[config.mk]
export PLATFORM = sky130hd
export DESIGN_NAME = baud_rate_gen
export DESIGN_NICKNAME = d
export VERILOG_FILES = /design/src/rtl/uart_pkg.sv /design/src/rtl/baud_rate_gen_frac_divider.sv /design/src/rtl/baud_rate_gen.sv
export SDC_FILE = /design/constraint.sdc
export NUM_CORES = 1
export LEC_CHECK = 0
export BUFFER_PORTS_ARGS = -buffer_cell sky130_fd_sc_hd__clkbuf_2
export CAP_MARGIN = 40
export CORE_AREA = 4 4 95 97
export DETAILED_ROUTE_END_ITERATION = 6
export DIE_AREA = 0 0 99 101
export PLACE_DENSITY_LB_ADDON = 0.15
export SLEW_MARGIN = 10
export SYNTH_ARGS = -nofsm -noshare
export SYNTH_HDL_FRONTEND = slang
export SYNTH_SLANG_ARGS = --single-unit
[constraint.sdc]
create_clock -name clk -period 10.5 [get_ports clk]
set_input_delay 2.1 -clock clk [delete_from_list [all_inputs] [get_ports clk]]
set_output_delay 2.1 -clock clk [all_outputs]
set_load 0.02 [all_outputs]
[src/rtl/uart_pkg.sv]
// Shared UART clocking definitions: default divisor widths and values.
package uart_pkg;
    localparam int DEF_DIV_W     = 16;
    localparam int DEF_FRAC_W    = 4;
    localparam int DEF_DIV_INT   = 326;
    localparam int DEF_DIV_FRAC  = 8;
    localparam int DEF_OVERSAMPLE = 16;

    typedef struct packed {
        logic [DEF_DIV_W-1:0]  divInt;
        logic [DEF_FRAC_W-1:0] divFrac;
    } divisor_t;
endpackage

[src/rtl/baud_rate_gen_frac_divider.sv]
// Fractional clock divider: counts clk cycles and pulses wrap once per
// oversample period, stretching a period by one clock on each fraction carry.
module frac_divider #(
    parameter int DIV_W           = 16,
    parameter int FRAC_W          = 4,
    parameter int DEFAULT_DIV_INT = 326
) (
    input  logic              clk,
    input  logic              rst_n,
    input  logic              en,
    input  logic              clr,
    input  logic              apply,
    input  logic [DIV_W-1:0]  divInt,
    input  logic [FRAC_W-1:0] divFrac,
    input  logic [DIV_W-1:0]  applyInt,
    output logic              wrap
);
    logic [DIV_W:0]  cnt;
    logic [DIV_W:0]  period;
    logic [FRAC_W-1:0] acc;
    logic [FRAC_W:0]   accSum;

    assign accSum = {1'b0, acc} + {1'b0, divFrac};

    // >= rather than == so a divisor shrunk while frozen cannot strand cnt above the period.
    assign wrap = en && !clr && ((cnt + (DIV_W+1)'(1)) >= period);

    always_ff @(posedge clk or negedge rst_n) begin
        if (!rst_n) begin
            cnt    <= '0;
            acc    <= '0;
            period <= (DIV_W+1)'(DEFAULT_DIV_INT);
        end else if (clr) begin
            cnt    <= '0;
            acc    <= '0;
            period <= apply ? {1'b0, applyInt} : {1'b0, divInt};
        end else if (wrap) begin
            cnt <= '0;
            if (apply) begin
                acc    <= '0;
                period <= {1'b0, applyInt};
            end else begin
                acc    <= accSum[FRAC_W-1:0];
                period <= {1'b0, divInt} + {{DIV_W{1'b0}}, accSum[FRAC_W]};
            end
        end else begin
            if (en) begin
                cnt <= cnt + (DIV_W+1)'(1);
            end
            if (apply) begin
                acc    <= '0;
                period <= {1'b0, applyInt};
            end
        end
    end
endmodule

[src/rtl/baud_rate_gen.sv]
// Programmable UART baud/oversample tick generator with bit-boundary
// deferred divisor updates.
module baud_rate_gen
    import uart_pkg::*;
#(
    parameter int DIV_W            = DEF_DIV_W,
    parameter int FRAC_W           = DEF_FRAC_W,
    parameter int OVERSAMPLE       = DEF_OVERSAMPLE,
    parameter int DEFAULT_DIV_INT  = DEF_DIV_INT,
    parameter int DEFAULT_DIV_FRAC = DEF_DIV_FRAC
) (
    input  logic                          clk,
    input  logic                          rst_n,
    input  logic                          en,
    input  logic                          clr,
    input  logic                          div_wr,
    input  logic [DIV_W-1:0]              div_int,
    input  logic [FRAC_W-1:0]             div_frac,
    output logic                          div_busy,
    output logic                          os_tick,
    output logic                          half_tick,
    output logic                          bit_tick,
    output logic [$clog2(OVERSAMPLE)-1:0] os_phase
);
    localparam int PH_W = $clog2(OVERSAMPLE);

    logic [DIV_W-1:0]  actInt, pendInt, wrInt, applyInt;
    logic [FRAC_W-1:0] actFrac, pendFrac, applyFrac;
    logic pendValid, immediate, direct, apply, wrap, atBitEnd;

    // div_wr is a fire-and-forget strobe (no ready); div_busy reports that a
    // captured divisor is still waiting for the next bit boundary.
    assign wrInt     = (div_int < DIV_W'(2)) ? DIV_W'(2) : div_int;
    assign immediate = clr || !en;
    assign direct    = div_wr && immediate;
    assign atBitEnd  = wrap && (os_phase == PH_W'(OVERSAMPLE-1));
    assign apply     = immediate ? (div_wr || pendValid) : (pendValid && atBitEnd);
    assign applyInt  = direct ? wrInt : pendInt;
    assign applyFrac = direct ? div_frac : pendFrac;
    assign div_busy  = pendValid;

    frac_divider #(
        .DIV_W           (DIV_W),
        .FRAC_W          (FRAC_W),
        .DEFAULT_DIV_INT (DEFAULT_DIV_INT)
    ) u_div (
        .clk      (clk),
        .rst_n    (rst_n),
        .en       (en),
        .clr      (clr),
        .apply    (apply),
        .divInt   (actInt),
        .divFrac  (actFrac),
        .applyInt (applyInt),
        .wrap     (wrap)
    );

    always_ff @(posedge clk or negedge rst_n) begin
        if (!rst_n) begin
            os_tick   <= 1'b0;
            half_tick <= 1'b0;
            bit_tick  <= 1'b0;
            os_phase  <= '0;
            actInt    <= DIV_W'(DEFAULT_DIV_INT);
            actFrac   <= FRAC_W'(DEFAULT_DIV_FRAC);
            pendInt   <= '0;
            pendFrac  <= '0;
            pendValid <= 1'b0;
        end else begin
            os_tick   <= wrap;
            half_tick <= wrap && (os_phase == PH_W'(OVERSAMPLE/2-1));
            bit_tick  <= atBitEnd;
            if (clr) begin
                os_phase <= '0;
            end else if (wrap) begin
                os_phase <= os_phase + PH_W'(1);
            end
            if (apply) begin
                actInt  <= applyInt;
                actFrac <= applyFrac;
            end
            // A write landing on a bit-boundary apply becomes the next pending value.
            if (div_wr && !immediate) begin
                pendInt   <= wrInt;
                pendFrac  <= div_frac;
                pendValid <= 1'b1;
            end else if (apply) begin
                pendValid <= 1'b0;
            end
        end
    end
endmodule

# After elaboration in Yosys (flattened, before gate mapping)
# Cells that the tools add are included.
[totals]
memories = 0
mem_bits_rw = 0
wordCells = 56
ff_bits = 86
latchBits = 0
mem_bits_ro = 0
input_bits = 25
out_inout_bits = 8
[classes]
addsub = 4
n_div = 0
n_shift = 0
bitwise_logic = 0
reduce_logical = 16
n_eq_ne = 2
mul = 0
mux = 20
n_lt_le_gt_ge = 2
[ops]
columns = ["op", "n"]
rows = [
  ["$mux W17", 7],
  ["$mux W16", 3],
  ["$mux W4", 7],
  ["$add A16 B1 Y17", 1],
  ["$add A17 B1 Y17 const B", 1],
  ["$ge A17 B17 Y1", 1],
  ["$lt A16 B2 Y1 const B", 1],
  ["$logic_and A1 B1 Y1", 7],
  ["$reduce_bool A3 Y1", 2],
  ["$add A4 B4 Y5", 1],
  ["$add A4 B1 Y4 const B", 1],
  ["$eq A4 B3 Y1 const B", 1],
  ["$eq A4 B4 Y1 const B", 1],
  ["$reduce_bool A2 Y1", 2],
  ["$logic_not A1 Y1", 3],
  ["$mux W1", 3],
  ["$logic_or A1 B1 Y1", 2],
]

# Longest topological paths before layout
# Gate-level depths: netlist of run 1.
[depth]
word_depth = 9
mapped_depth = 17
depth_no_buf = 16

# Modules after synthesis
# Synthesis of run 1 repeated with hierarchy kept, for this count alone.
[unflattened]
hier_cells = 546
area_unflattened_um2 = 5255.0
[by_module_without_submodules]
columns = ["module", "cells_per_inst", "instances", "area_each_um2", "seq_area_each_um2"]
rows = [
  ["frac_divider", 330, 1, 2950.3, 955.9],
  ["baud_rate_gen", 216, 1, 2304.7, 1207.4],
]

# Worst setup path after synthesis of run 1
# Ideal clock, no wire load.
[synth_timing]
path_kind = "register -> register"
startpoint = "register u_div.cnt[0]"
endpoint = "register u_div.period[9]"
slack_ns = 6.384
t_required_ns = 10.374
period_less_slack_ns = 4.116
n_path_buf = 0
setup_ns = 0.126
path_stages_with_launch = 16
arrival_ns = 3.990
cell_sequence = "dfrtp_1 > ha_1 > nand3_1 > nor4_1 > and3_1 > and3_1 > nand3_1 > xnor2_1 > ha_1 > nand2_1 > nor4_4 > nand4_1 > o21ai_4 > a21oi_2 > mux2_2 > a221o_1"
[synth_between]
elab_chain_cells = 9
word_cells_on_any_way = 11
cone_classes = "add/sub: 1; order compare: 1; mux: 5; reduce/logical: 4"
[synth_lines]
columns = ["element", "line_no", "text"]
rows = [
  ["from (decl)", "baud_rate_gen_frac_divider.sv:18", "logic [DIV_W:0] cnt;"],
  ["from (signal assigned)", "baud_rate_gen_frac_divider.sv:48", "cnt <= cnt + (DIV_W+1)'(1);"],
  ["$add A17 B1 Y17 (*)", "baud_rate_gen_frac_divider.sv:26", "assign wrap = en && !clr && ((cnt + (DIV_W+1)'(1)) >= period);"],
  ["$ge A17 B17 Y1 (*)", "baud_rate_gen_frac_divider.sv:26", ""],
  ["$logic_and A1 B1 Y1 (*)", "baud_rate_gen_frac_divider.sv:26", ""],
  ["$logic_and A1 B1 Y1", "baud_rate_gen.sv:36", "assign atBitEnd = wrap && (os_phase == PH_W'(OVERSAMPLE-1));"],
  ["$logic_and A1 B1 Y1", "baud_rate_gen.sv:37", "assign apply = immediate ? (div_wr || pendValid) : (pendValid && atBitEnd);"],
  ["$mux W1", "baud_rate_gen.sv:37", ""],
  ["$mux W17", "baud_rate_gen_frac_divider.sv:39", "if (apply) begin"],
  ["$mux W17", "baud_rate_gen_frac_divider.sv:37", "end else if (wrap) begin"],
  ["$mux W17", "baud_rate_gen_frac_divider.sv:33", "end else if (clr) begin"],
  ["to (signal assigned)", "baud_rate_gen_frac_divider.sv:32", "period <= (DIV_W+1)'(DEFAULT_DIV_INT);"],
  ["to (signal assigned)", "baud_rate_gen_frac_divider.sv:36", "period <= apply ? {1'b0, applyInt} : {1'b0, divInt};"],
  ["to (signal assigned)", "baud_rate_gen_frac_divider.sv:41", "period <= {1'b0, applyInt};"],
  ["to (decl)", "baud_rate_gen_frac_divider.sv:19", "logic [DIV_W:0] period;"],
]
# Every way passes the cells marked *; elsewhere a longest branch is shown, timed or not.
# A chain may end at the register's enable or synchronous reset.

# Worst setup path after layout of run 1
[layout_timing]
startpoint = "register u_div.cnt[0]"
endpoint = "register u_div.period[12]"
# Same word-level chain as after synthesis.

==> results.py, run 1 <==
metrics = {
    "die": {
        "die-area_um2": 10000,
        "die_y_um": 101,
        "initial_utilization": 0.643,
        "core_area_um2": 8130,
        "die_w_um": 99,
        "pin_count": 33,
        "rows": 33,
    },
    "place": {
        "place_inst": 640,
        "port_buffers": 32,
        "dp_slack_ns": 5.40,
        "gp_congestion": 0.886,
        "dp_hpwl_mm": 8.93,
    },
    "yosys": {
        "synth_edf_count": 0,
        "syn_area_um2": 5230,
        "ys_ff_latch": 86,
        "yosys.area_share.simple": 0.173,
        "synth-xor-area-share": 0.0570,
        "synth-seq-area-share": 0.414,
        "ys_types": 54,
        "yosysTopAreaCell": "dfrtp_1",
        "synth-main-ff-cell": "dfrtp_1",
        "synth_top_area_frac": 0.369,
        "synth_common_cells": "dfrtp_1 (77), nor3_1 (42), nand2_1 (35)",
        "synth_compound_area_frac": 0.173,
        "synthAdderAreaFrac": 0.0637,
        "synth_warnings": 0,
        "avgSynthCellArea_um2": 9.88,
        "synth_mux_area_frac": 0.0757,
        "async_reset_ff_frac": 1.00,
        "synthesis.nets": 580,
        "synthTopCellsByArea": "dfrtp_1 (37%), ha_1 (6.0%), dfstp_2 (4.5%), mux2_2 (4.3%), nor3_1 (4.0%)",
        "synth_top_family_by_area": "compound AO/OA/AOI/OAI gates",
        "synthCells": 529,
        "synth_most_common_cell": "dfrtp_1",
    },
    "setup_path": {
        "crit_buf_inv": 0,
        "cp.required_ns": 10.80,
        "critPathTopFamily": "simple AND/OR/NAND/NOR gates",
        "reg2reg_depth": 15,
        "start_kind": "flop",
        "crit_arrival_ns": 5.55,
        "path_class": "flop to flop",
        "crit_cells": 15,
        "crit_slowest_cell": "o21ai_4",
        "crit_fanout": 26,
        "max_stage_delay_ns": 0.69,
        "end_kind": "flop",
        "path_cells": "ha_1 -> nand3_1 -> nor4_1 -> and3_1 -> and3_1 -> nand3_1 -> xnor2_1 -> ha_1 -> nand2_1 -> nor4_4 -> nand4_1 -> o21ai_4 -> nand2_1 -> a2111oi_0 -> a221o_1",
    },
    "pwr": {
        "p_per_area_nw_per_um2": 145,
        "max-vdd-ir-drop_mv": 0.0877,
        "p_leak_nw": 2.54,
    },
    "cells_and_area": {
        "syn_to_final_growth_pct": 8.00,
        "final_nets": 597,
        "final_util": 0.694,
        "diodes": 0,
        "drive_gt1_frac": 0.169,
        "final_cells": 656,
        "nFillCells": 633,
    },
    "grt": {
        "grt_max_degree": 45,
        "grt_pass1_wl_mm": 20.4,
        "antenna_found_initial": 0,
        "first_global_vias": 4057,
        "overflow": 0,
        "grtUsageTotal": 0.256,
    },
    "route": {
        "vias": 4202,
        "drtAntennaViolNets": 0,
        "drtIter0Drc": 389,
        "wl_per_cell_um": 18.7,
        "wl_mm": 12.3,
        "avgViaCountPerCell": 6.41,
        "drc_errors": 0,
        "drtPass1Iterations": 6,
    },
    "sta": {
        "worst_slew_pin_slew_ns": 0.812,
        "timing_hold_violations_final": 0,
        "finalMaxSlewViolations": 0,
        "clock-skew-final_ns": 0.0129,
        "rsz0062_at_grt": "false",
        "period_minus_slack_ns": 5.25,
        "setup_tns_ns": 0,
        "fin_hold_ws_ns": 0.502,
        "fin_ws_ns": 5.25,
        "min_period_over_period": 0.500,
        "finalSetupViolations": 0,
        "fmax_ghz": 0.190,
        "maxSlewHeadroom": 0.459,
    },
    "clock_tree": {
        "cts_buffers": 9,
        "post_cts_buffers": 0,
        "cts_tree": "built",
        "cts_resized": 0,
        "cts.sinks": 86,
        "cts_max_level": 3,
        "clkTransAtPathRegs_ns": 0.10,
        "cts_root_buf": "clkbuf_8",
        "cts_hold_buffers": 0,
        "clockBufferDepth": 2,
        "clk_latency_ns": 0.36,
    },
    "job": {
        "maxCapViolCount": 0,
    },
    "status": {
        "status": "finished, final reports clean",
    },
    "min_path": {
        "hold_path.class": "flop to flop",
        "whs_path_depth": 2,
    },
}
==> state kept, by name, indices dropped and copies added, names as in the netlist <==
| name | count |
|---|---|
| u_div.period | 17 |
| actInt | 16 |
| pendFrac | 4 |
| u_div.cnt | 17 |
| u_div.acc | 4 |
| half_tick | 1 |
| pendInt | 16 |
| os_phase | 4 |
| os_tick | 1 |
| actFrac | 4 |
| div_busy | 1 |
| bit_tick | 1 |
==> path summary, 6_finish.rpt <==
check,start,endpoint,slack (ns)
min,actFrac[3],actFrac[3],0.50
max,u_div.cnt[0],u_div.period[12],5.25
max reg2reg,u_div.cnt[0],u_div.period[12],5.25
min reg2reg,actFrac[3],actFrac[3],0.50
min in group asynchronous,rst_n,half_tick,1.72
max in group asynchronous,rst_n,actInt[2],8.08
==> through the flow <==
stage | total power [mW] | instance area, um2
floorplan | 0.524 | 5230
global placement | 0.567 | 5390
detailed placement | 0.577 | 5440
CTS | 0.818 | 5640
global route | 0.859 | 5640
finish | 0.818 | 5640
==> cell usage in the layout, fill, tap and decap left out, types with 2 or more instances in the layout <==
cell type / n
a21oi_1: 14
mux2i_1: 17
ha_1: 25
nor2b_1: 5
a32o_1: 13
a2111oi_0: 14
dfstp_2: 9
nor3_1: 42
nor2_1: 34
and3_1: 10
o22ai_1: 14
a31oi_1: 3
nand3_1: 14
nand2_1: 35
dfrtp_1: 77
xor2_1: 16
nor4_1: 18
a22oi_1: 2
and4_1: 3
nand2b_1: 4
inv_6: 2
a21o_1: 5
nand4_1: 7
nand3b_1: 2
buf_4: 7
inv_1: 18
mux2_2: 20
o21ai_0: 17
clkbuf_2: 31
clkbuf_8: 10
a221o_1: 14
xnor2_1: 18
a22o_1: 2
o31ai_1: 4
==> worst register-to-register path, stage by stage (launching register included) <==
cell and delay (ns):
dfrtp_1 0.44, ha_1 0.21, nand3_1 0.15, nor4_1 0.68, and3_1 0.27, and3_1 0.20
nand3_1 0.10, xnor2_1 0.15, ha_1 0.30, nand2_1 0.12, nor4_4 0.38, nand4_1 0.27
o21ai_4 0.69, nand2_1 0.50, a2111oi_0 0.56, a221o_1 0.18
==> layout make-up <==
| cell class | count | area (um2) | share of cell area |
|---|---|---|---|
| Clock buffer | 10 | 138 | 0.0244 |
| Inverter | 18 | 67.6 | 0.0120 |
| Timing Repair Buffer | 40 | 243 | 0.0430 |
| Multi-Input combinational cell | 391 | 2830 | 0.502 |
| Tap cell | 105 | 131 | 0.0233 |
| Clock inverter | 6 | 68.8 | 0.0122 |
| Sequential cell | 86 | 2160 | 0.383 |
==> where the power goes <==
| part | switching (mW) | total, mW | internal (mW) |
|---|---|---|---|
| clock network | 0.126 | 0.245 | 0.118 |
| registers | 0.0409 | 0.417 | 0.376 |
| logic | 0.0874 | 0.157 | 0.0695 |
| total | 0.255 | 0.818 | 0.564 |
==> kinds of logic after synthesis <==
logic type | count (synthesis)
flops | 86
simple gates | 179
xor+xnor | 34
mux | 37
compound gates | 115
buf+inv | 52
fa+ha+maj | 26
==> layer usage <==
| metal | track usage | share of wire | up-vias |
|---|---|---|---|
| met1 | 0.370 | 0.47 | 2020 |
| met5 | 0 | 0 | - |
| met3 | 0.0381 | 0.063 | 14 |
| met2 | 0.398 | 0.46 | 144 |
| met4 | 0.0851 | 0.013 | 0 |
| li1 | - | - | 2024 |
Power figures use the tool's default switching activity.
==> run 2: changes to the inputs <==
Settings changed: CORE_AREA 4 4 95 97 to 4 4 103 105, DIE_AREA 0 0 99 101 to 0 0 107 109.
Clock period 10.5 ns to 4.8 ns, I/O delays scaled along.
==> results.py, run 2 (synthesized netlist as in run 1, its figures left out) <==
metrics = {
    "status": {
        "violations": "design-rule violations",
        "status": "finished with violations",
    },
    "place": {
        "dp_slack_ns": 0.239,
        "port_buffers": 32,
        "dp_hpwl_mm": 9.30,
        "gp_congestion": 0.864,
    },
    "grt": {
        "grt_max_degree": 45,
        "grt_pass1_wl_mm": 21.5,
        "first_global_vias": 4179,
        "overflow": 0,
        "antenna_found_initial": 0,
        "grtUsageTotal": 0.237,
    },
    "cells_and_area": {
        "final_common_cell": "dfrtp_1",
        "mostFrequentLayoutCells": "dfrtp_1 (77), nor3_1 (42), nand2_1 (34), nor2_1 (34), clkbuf_2 (31)",
        "nFillCells": 893,
        "reg_top3": "u_div.cnt (17), u_div.period (17)",
        "final_nets": 607,
        "drive_gt1_frac": 0.184,
        "diodes": 0,
        "syn_to_final_growth_pct": 9.31,
    },
    "clock_tree": {
        "clk_latency_ns": 0.35,
        "cts_tree": "built",
        "cts_root_buf": "clkbuf_8",
        "cts_buffers": 9,
        "clkTransAtPathRegs_ns": 0.09,
        "cts.sinks": 86,
        "cts_hold_buffers": 0,
        "clockBufferDepth": 2,
        "cts_max_level": 3,
    },
    "job": {
        "maxCapViolCount": 0,
    },
    "sta": {
        "worst_slew_pin_slew_ns": 0.837,
        "timing_hold_violations_final": 0,
        "fin_ws_ns": 0.373,
        "finalSetupViolations": 0,
        "period_minus_slack_ns": 4.43,
        "fmax_ghz": 0.226,
        "rsz0062_at_grt": "false",
        "min_period_over_period": 0.922,
        "maxSlewHeadroom": 0.441,
        "finalMaxSlewViolations": 0,
        "clock-skew-final_ns": 0.0104,
        "setup_tns_ns": 0,
    },
    "setup_path": {
        "path_class": "flop to flop",
        "r2r_slack_ns": 0.37,
        "crit_arrival_ns": 4.67,
        "end_kind": "flop",
        "crit_fanout": 10,
        "cp.required_ns": 5.04,
        "start_kind": "flop",
    },
    "min_path": {
        "hold_path.class": "flop to flop",
    },
    "route": {
        "wl_per_cell_um": 18.7,
        "drtPass1Iterations": 7,
        "drtIter0Drc": 348,
        "drc_errors": 1,
        "avgViaCountPerCell": 6.20,
        "vias": 4303,
        "drtAntennaViolNets": 0,
        "wl_mm": 13.0,
    },
    "die": {
        "pin_count": 33,
        "die-area_um2": 11700,
        "die_w_um": 107,
        "core_area_um2": 9640,
        "rows": 36,
        "die_y_um": 109,
        "initial_utilization": 0.542,
    },
    "pwr": {
        "p_leak_nw": 2.58,
        "p_per_area_nw_per_um2": 300,
        "max-vdd-ir-drop_mv": 0.201,
    },
}
==> run 2: final timing paths <==
check	from	end	depth (start not counted)
max	u_div.cnt[0]	u_div.period[9]	17
min	actFrac[3]	actFrac[3]	2
max reg2reg	u_div.cnt[0]	u_div.period[9]	17
min reg2reg	actFrac[3]	actFrac[3]	2
max in group asynchronous	rst_n	pendInt[8]	2
min in group asynchronous	rst_n	half_tick	1
==> run 2: critical path, stage by stage (launching register included) <==
cell      delay, ns
dfrtp_1        0.44
ha_1           0.21
nand3_1        0.14
nor4_1         0.30
buf_4          0.19
and3_1         0.18
and3_1         0.20
nand3_1        0.10
xnor2_1        0.21
ha_1           0.28
nand2_1        0.14
o21ai_0        0.16
a221oi_4       0.31
o21ai_4        0.15
buf_4          0.18
a21oi_2        0.39
mux2_2         0.41
a221o_1        0.34
==> run 2: stage by stage <==
| step | cell area, um2 | instances | hold WS, ns | power, mW | util |
|---|---|---|---|---|---|
| floorplan | 5230 | 529 | 0.453 | 1.15 | - |
| global placement | 5520 | 675 | 0.472 | 1.25 | 0.572 |
| detailed placement | 5530 | 676 | 0.477 | 1.26 | 0.574 |
| CTS | 5700 | 692 | 0.489 | 1.72 | 0.591 |
| global route | 5710 | 694 | 0.506 | 1.80 | 0.593 |
| finish | 5710 | 694 | 0.486 | 1.71 | 0.593 |
==> run 2: layer usage <==
layer	part of all wire	wire length, um	track usage
met3	0.052	680	0.0290
met5	0	0	0
met1	0.48	6200	0.347
met2	0.45	5770	0.360
met4	0.024	314	0.0932
==> run 2: cell type report <==
type	instances	area, um2	share of cell area
Clock inverter	5	25.0	0.00438
Tap cell	133	166	0.0291
Sequential cell	86	2160	0.379
Multi-Input combinational cell	391	2840	0.496
Inverter	18	67.6	0.0118
Timing Repair Buffer	50	314	0.0550
Clock buffer	11	141	0.0247
==> run 2: repair_timing <==
action	CTS	global route
endpoints found under the hold margin	0	0
setup endpoints to repair	0	13
resized for setup	0	1
setup buffers	0	2
==> run 2: report_power, final <==
part           leakage, nW  switching (mW)  internal [mW]  total [mW]
Combinational         1.40           0.188          0.154       0.342
Sequential            1.09          0.0915          0.822       0.914
Clock               0.0926           0.260          0.198       0.458
Total                 2.58           0.539           1.17        1.71
